### src/rtl/id_ex_stage.sv
// ID/EX pipeline register with load-use hazard detection, bubble insertion and
// a saturating count of inserted bubbles.
module id_ex_stage (
    input  logic        clk_i,
    input  logic        rst_i,
    input  logic        stall_ext_i,
    input  logic        flush_i,
    input  logic        ID_valid_i,
    input  logic [4:0]  ID_RS_i,
    input  logic [4:0]  ID_RT_i,
    input  logic [4:0]  ID_RD_i,
    input  logic        ID_UsesRT_i,
    input  logic        ID_RegWrite_i,
    input  logic        ID_MemRead_i,
    input  logic        ID_MemWrite_i,
    input  logic        ID_MemtoReg_i,
    input  logic        ID_ALUSrc_i,
    input  logic        ID_RegDst_i,
    input  logic [1:0]  ID_ALUOp_i,
    input  logic [31:0] ID_Data1_i,
    input  logic [31:0] ID_Data2_i,
    input  logic [31:0] ID_Imm_i,
    output logic        IDEX_valid_o,
    output logic [4:0]  IDEX_RS_o,
    output logic [4:0]  IDEX_RT_o,
    output logic [4:0]  IDEX_RD_o,
    output logic        IDEX_RegWrite_o,
    output logic        IDEX_MemRead_o,
    output logic        IDEX_MemWrite_o,
    output logic        IDEX_MemtoReg_o,
    output logic        IDEX_ALUSrc_o,
    output logic        IDEX_RegDst_o,
    output logic [1:0]  IDEX_ALUOp_o,
    output logic [31:0] IDEX_Data1_o,
    output logic [31:0] IDEX_Data2_o,
    output logic [31:0] IDEX_Imm_o,
    output logic        Hazard_o,
    output logic [15:0] bubble_cnt_o
);

    // Hold/bubble protocol: stall_ext_i freezes every register including the
    // counter; flush_i or a load-use hit replaces the EX slot with a bubble;
    // Hazard_o asks PC and IF/ID to hold for exactly the one bubble cycle.
    typedef enum logic [2:0] {
        ACT_RESET,
        ACT_HOLD,
        ACT_SQUASH,
        ACT_BUBBLE,
        ACT_LOAD
    } action_e;

    logic        lu;
    logic        rt_hit_rs;
    logic        rt_hit_rt;
    logic        load_ctrl;
    action_e     action;
    logic [15:0] bubble_cnt_q;

    always_comb begin
        rt_hit_rs = (IDEX_RT_o == ID_RS_i);
        rt_hit_rt = ID_UsesRT_i & (IDEX_RT_o == ID_RT_i);
        lu        = IDEX_valid_o & IDEX_MemRead_o & ID_valid_i &
                    (IDEX_RT_o != 5'd0) & (rt_hit_rs | rt_hit_rt);
    end

    assign Hazard_o = lu & ~flush_i & ~stall_ext_i & ~rst_i;

    always_comb begin
        action = ACT_LOAD;
        if (rst_i)            action = ACT_RESET;
        else if (stall_ext_i) action = ACT_HOLD;
        else if (flush_i)     action = ACT_SQUASH;
        else if (lu)          action = ACT_BUBBLE;
    end

    // An invalid slot must never carry live write or memory controls.
    assign load_ctrl = ID_valid_i;

    always_ff @(posedge clk_i) begin
        case (action)
            ACT_RESET, ACT_SQUASH, ACT_BUBBLE: begin
                IDEX_valid_o    <= 1'b0;
                IDEX_RS_o       <= 5'd0;
                IDEX_RT_o       <= 5'd0;
                IDEX_RD_o       <= 5'd0;
                IDEX_RegWrite_o <= 1'b0;
                IDEX_MemRead_o  <= 1'b0;
                IDEX_MemWrite_o <= 1'b0;
                IDEX_MemtoReg_o <= 1'b0;
                IDEX_ALUSrc_o   <= 1'b0;
                IDEX_RegDst_o   <= 1'b0;
                IDEX_ALUOp_o    <= 2'd0;
                IDEX_Data1_o    <= 32'd0;
                IDEX_Data2_o    <= 32'd0;
                IDEX_Imm_o      <= 32'd0;
            end
            ACT_LOAD: begin
                IDEX_valid_o    <= ID_valid_i;
                IDEX_RS_o       <= ID_RS_i;
                IDEX_RT_o       <= ID_RT_i;
                IDEX_RD_o       <= ID_RD_i;
                IDEX_RegWrite_o <= ID_RegWrite_i & load_ctrl;
                IDEX_MemRead_o  <= ID_MemRead_i  & load_ctrl;
                IDEX_MemWrite_o <= ID_MemWrite_i & load_ctrl;
                IDEX_MemtoReg_o <= ID_MemtoReg_i & load_ctrl;
                IDEX_ALUSrc_o   <= ID_ALUSrc_i   & load_ctrl;
                IDEX_RegDst_o   <= ID_RegDst_i   & load_ctrl;
                IDEX_ALUOp_o    <= ID_ALUOp_i & {2{load_ctrl}};
                IDEX_Data1_o    <= ID_Data1_i;
                IDEX_Data2_o    <= ID_Data2_i;
                IDEX_Imm_o      <= ID_Imm_i;
            end
            default: begin
            end
        endcase
    end

    // Only real load-use bubbles are counted; flush squashes are not.
    always_ff @(posedge clk_i) begin
        if (action == ACT_RESET) begin
            bubble_cnt_q <= 16'd0;
        end else if (action == ACT_BUBBLE && bubble_cnt_q != 16'hFFFF) begin
            bubble_cnt_q <= bubble_cnt_q + 16'd1;
        end
    end

    assign bubble_cnt_o = bubble_cnt_q;

endmodule

### config.mk
export PLATFORM = sky130hd
export DESIGN_NAME = id_ex_stage
export DESIGN_NICKNAME = d
export VERILOG_FILES = /design/src/rtl/id_ex_stage.sv
export SDC_FILE = /design/constraint.sdc
export NUM_CORES = 1
export LEC_CHECK = 0
export ABC_AREA = 1
export CAP_MARGIN = 15
export CORE_UTILIZATION = 42
export DETAILED_ROUTE_END_ITERATION = 10
export GPL_TIMING_DRIVEN = 0
export PLACE_DENSITY_LB_ADDON = 0.05
export REMOVE_ABC_BUFFERS = 1
export SYNTH_ARGS = -nofsm -noshare
export SYNTH_HDL_FRONTEND = slang
export SYNTH_SLANG_ARGS = --single-unit
### constraint.sdc
create_clock -name clk_i -period 6 [get_ports clk_i]
set_clock_uncertainty 0.1 [all_clocks]
set_input_delay 1.2 -clock clk_i [delete_from_list [all_inputs] [get_ports clk_i]]
set_output_delay 1.2 -clock clk_i [all_outputs]
set_load 0.01 [all_outputs]
==> results of run 1 <==
-- power groups by stage --
| stage | clock (mW) | sequential [mW] | combinational [mW] |
|---|---|---|---|
| after global placement | 0 | 1.13 | 0.306 |
| after floorplan | 0 | 1.17 | 0.0566 |
| after detailed placement | 0 | 1.13 | 0.307 |
| after CTS | 1.13 | 1.11 | 0.308 |
| after global routing | 1.17 | 1.11 | 0.326 |
| final | 1.11 | 1.11 | 0.305 |
-- routing by layer --
layer,GRT usage,vias up,part of all wire
met2,0.350,187,0.50
met5,0,-,0
met1,0.226,2004,0.39
met3,0.0681,32,0.073
met4,0.106,0,0.032
li1,-,2258,-
-- worst reg2reg max path: stages, from the launching register on --
cell,delay [ns]
edfxtp_1,0.46
nand2_1,0.11
nand2_1,0.05
nor2_1,0.13
nand3_1,0.10
nand2_2,0.10
nand2_1,0.11
nand2_4,0.52
buf_16,0.32
nor2_1,0.11
-- synth_stat cells (2+ instances only) --
cell	number
inv_1	128
buf_2	13
nor3b_1	2
nor2_4	3
nand3_1	10
o21ai_0	2
inv_2	6
nand2_1	70
nand4_1	3
nor2_1	156
nand3_2	5
a21oi_1	10
and3_1	2
o21ai_1	2
dfxtp_1	16
nand2_2	5
edfxtp_1	120
buf_4	2
-- per-stage QoR --
stage / total power, mW / utilization / setup TNS (ns) / hold WS, ns / worst slack [ns]
after floorplan: 1.22 / - / 0 / 0.395 / 1.39
after global routing: 2.61 / 0.691 / 0 / 0.422 / 1.42
after CTS: 2.55 / 0.691 / 0 / 0.404 / 1.48
after global placement: 1.44 / 0.638 / -53.12 / 0.379 / -0.454
final: 2.52 / 0.691 / 0 / 0.399 / 1.51
after detailed placement: 1.44 / 0.643 / 0 / 0.393 / 1.48
-- cells by family after synthesis --
group                    share of synthesized area
adder cells (fa/ha/maj)                    0.00219
XOR/XNOR                                   0.00153
AND/OR/NAND/NOR                              0.193
AO/OA/AOI/OAI                               0.0123
flip-flops                                   0.687
buffers and inverters                        0.104
-- flip-flops by register name, indices dropped and copies added (netlist names) --
signal           cells
IDEX_Data1_o        32
IDEX_Data2_o        32
IDEX_Imm_o          32
bubble_cnt_o        16
IDEX_RD_o            5
IDEX_RS_o            5
IDEX_RT_o            5
IDEX_ALUOp_o         2
IDEX_ALUSrc_o        1
IDEX_MemRead_o       1
IDEX_MemWrite_o      1
IDEX_MemtoReg_o      1
IDEX_RegDst_o        1
IDEX_RegWrite_o      1
IDEX_valid_o         1
-- layout make-up --
type                       instances  area share
clock buffer                      17      0.0465
timing repair buffer             263       0.291
inverter                         134      0.0550
tap                              176      0.0241
sequential                       136       0.429
multi-input combinational        276       0.132
clock inverter                    14      0.0224
-- how the worst max path moves through the flow --
stage | end | cells past startpoint | start
floorplan | IDEX_ALUOp_o[0] | 2 | rst_i
global placement | IDEX_Data2_o[17] | 3 | rst_i
detailed placement | Hazard_o | 5 | stall_ext_i
CTS | Hazard_o | 5 | stall_ext_i
global route | Hazard_o | 5 | stall_ext_i
finish | Hazard_o | 5 | stall_ext_i
==> metrics.md, run 1 <==
| Metric | Value |
|---|---|
| Status | `finished, final reports clean` |
| Vias in the first global route | `between 4,000 and 5,000` |
| Final Hold Fails | `0` |
| Routed WL | `about 14,000 microns` |
| Overflow after GRT | `0` |
| Hold worst-path end | `bubble_cnt_o[0]` |
| Clock Sinks | `roughly 140` |
| Multi-input gate area | `0.00121 sq mm` |
| DR iter-0 viols | `approximately 240` |
| Asr flop ratio synth | `0` |
| Final period util | `0.749` |
| Finished Layout Cells | `a little over 1,000` |
| Slowest CP cell | `nor3_1` |
| Starting Density | `0.431` |
| Ys Warns | `0` |
| Fmax | `between 0.2 and 0.25 GHz` |
| Switching Share | `0.206` |
| Die X | `about 120 microns` |
| Worst path max stage delay | `about 0.66 ns` |
| Slew Viols, Final | `0` |
| Leak Pwr | `4.01 nW` |
| Antenna diode count | `0` |
| Skew-Pair Late Insertion Delay | `between 0.4 and 0.5 ns` |
| DRC viols | `0` |
| Top FF cell, synth | `edfxtp_1` |
| Reg2reg path depth | `9` |
| Synth-to-Final Area Change | `60.3%` |
| Buffers on Ports | `261` |
| Hold Crit Class | `register to register` |
| Max-Cap Viols | `0` |
| Worst slew pin tran | `about 0.76 ns` |
| Design area | `between 0.009 and 0.01 sq mm` |
| Minimum clock period | `4.49 ns` |
| CP endpoint kind | `primary output` |
| Share of layout cells above drive strength 1 | `0.0667` |
| Worst path top cell family by delay | `buffers and inverters` |
| Max clock buf depth | `2` |
| Synth Register Bits | `around 140` |
| Maximum vdd ir drop | `approximately 170 uV` |
| Reg area | `between 0.003 and 0.004 sq mm` |
| Core area | `0.0132 sq mm` |
| Hold Startpoint | `bubble_cnt_o[0]` |
| DIE HEIGHT | `around 120 microns` |
| Worst rel slew slack | `0.489` |
| Reg2reg end | `IDEX_Data1_o[6]` |
| CTS Root Cell | `clkbuf_16` |
| WP buf/inv | `3` |
| Post-DP Area | `about 0.0085 sq mm` |
| Placed insts | `about 990` |
| Combinational power share | `0.121` |
| Tot GR Track Use | `0.205` |
| Cell count after synthesis | `~560` |
| Flop pwr share | `0.440` |
| EDFF count, synth | `between 100 and 150` |
| GP Congestion | `roughly 0.84` |
| Worst path arrival time | `3.19 ns` |
| Post-synthesis sequential area ratio | `0.687` |
| Synth area leaders | `edfxtp_1 63%, nor2_1 10%, inv_1 8.4%` |
| RR Startpoint | `IDEX_RT_o[0]` |
| Mean post-synth cell area | `approximately 10 sq um` |
| Commonest non-fill, non-tap cell in the layout | `clkdlybuf4s50_1` |
| PostCTS Resize Cnt | `0` |
| Clock Power Share | `0.439` |
| Worst setup SP type | `input port` |
| Worst Path Required | `~4.7 ns` |
| Initial antenna violation count | `0` |
| Unrepaired setup endpoints after global routing | `false` |
| Largest net degree at the start of global routing | `71` |
| Pre-antenna DRT Iters | `4` |
| Reg2reg setup slack | `around 3.7 ns` |
| Synth Cell Area | `roughly 0.0057 sq mm` |
| Most used cell, CP | `clkdlybuf4s50_1` |
| Hold Crit Depth | `1` |
| First-pass GRT wire length | `between 20,000 and 25,000 microns` |
| Int Power | `about 2.0 mW` |
| CP Class | `input port to primary output` |
| NetSw | `between 0.5 and 0.6 mW` |
| WL/cell | `roughly 14 microns` |
| Final setup viols | `0` |
| CTS tree | `done` |
| Power per Cell Area | `276 mW/mm^2` |
| Die Footprint | `0.0141 sq mm` |
| Most frequent cells in the layout | `261 x clkdlybuf4s50_1, 156 x nor2_1, 128 x inv_1, 120 x edfxtp_1, 68 x nand2_1` |
| Distinct cells, synth | `25` |
| I/O Pins | `262` |
| Fillers | `about 1,000` |
| Hold-fix buffer count after cts | `0` |
| CTS Buf Count | `17` |
| Post-route ant nets | `0` |
| Share of the synthesized area in the top cell type | `0.631` |
| Via count | `approximately 4,500` |
| Clk slew on worst S/H paths | `roughly 0.050 ns` |
| Net count, final | `around 950` |
| Htree depth | `4` |
| Final HPWL DP | `~10,000 microns` |
| Placement Rows | `42` |
| Vias per cell | `~4.4` |
| Setup Fix Bufs, Post-CTS | `0` |
| Critical path cell sequence | `clkdlybuf4s50_1 -> nor3_1 -> nand3_2 -> inv_1 -> clkdlybuf4s50_1` |
| Yosys top cell by area | `edfxtp_1` |
| CP Max Fanout | `3` |
No activity file was read; power rests on OpenSTA's default activity.
==> run 2, diff against run 1 <==
==> constraint.sdc (replaced) <==
create_clock -name clk_i -period 4.5 [get_ports clk_i]
set_clock_uncertainty 0.1 [all_clocks]
set_input_delay 0.9 -clock clk_i [delete_from_list [all_inputs] [get_ports clk_i]]
set_output_delay 0.9 -clock clk_i [all_outputs]
set_load 0.01 [all_outputs]
==> results of run 2 <==
The final DEF is identical to that of run 1. Status: finished, final reports clean.
Among the figures that moved: setup slack after placement 1.48 ns -> 0.581 ns; setup slack after layout 1.51 ns -> 0.608 ns; register-to-register setup slack 3.65 ns -> 2.15 ns; total power 2.52 mW -> 3.36 mW; worst IR drop on VDD 166 uV -> 222 uV
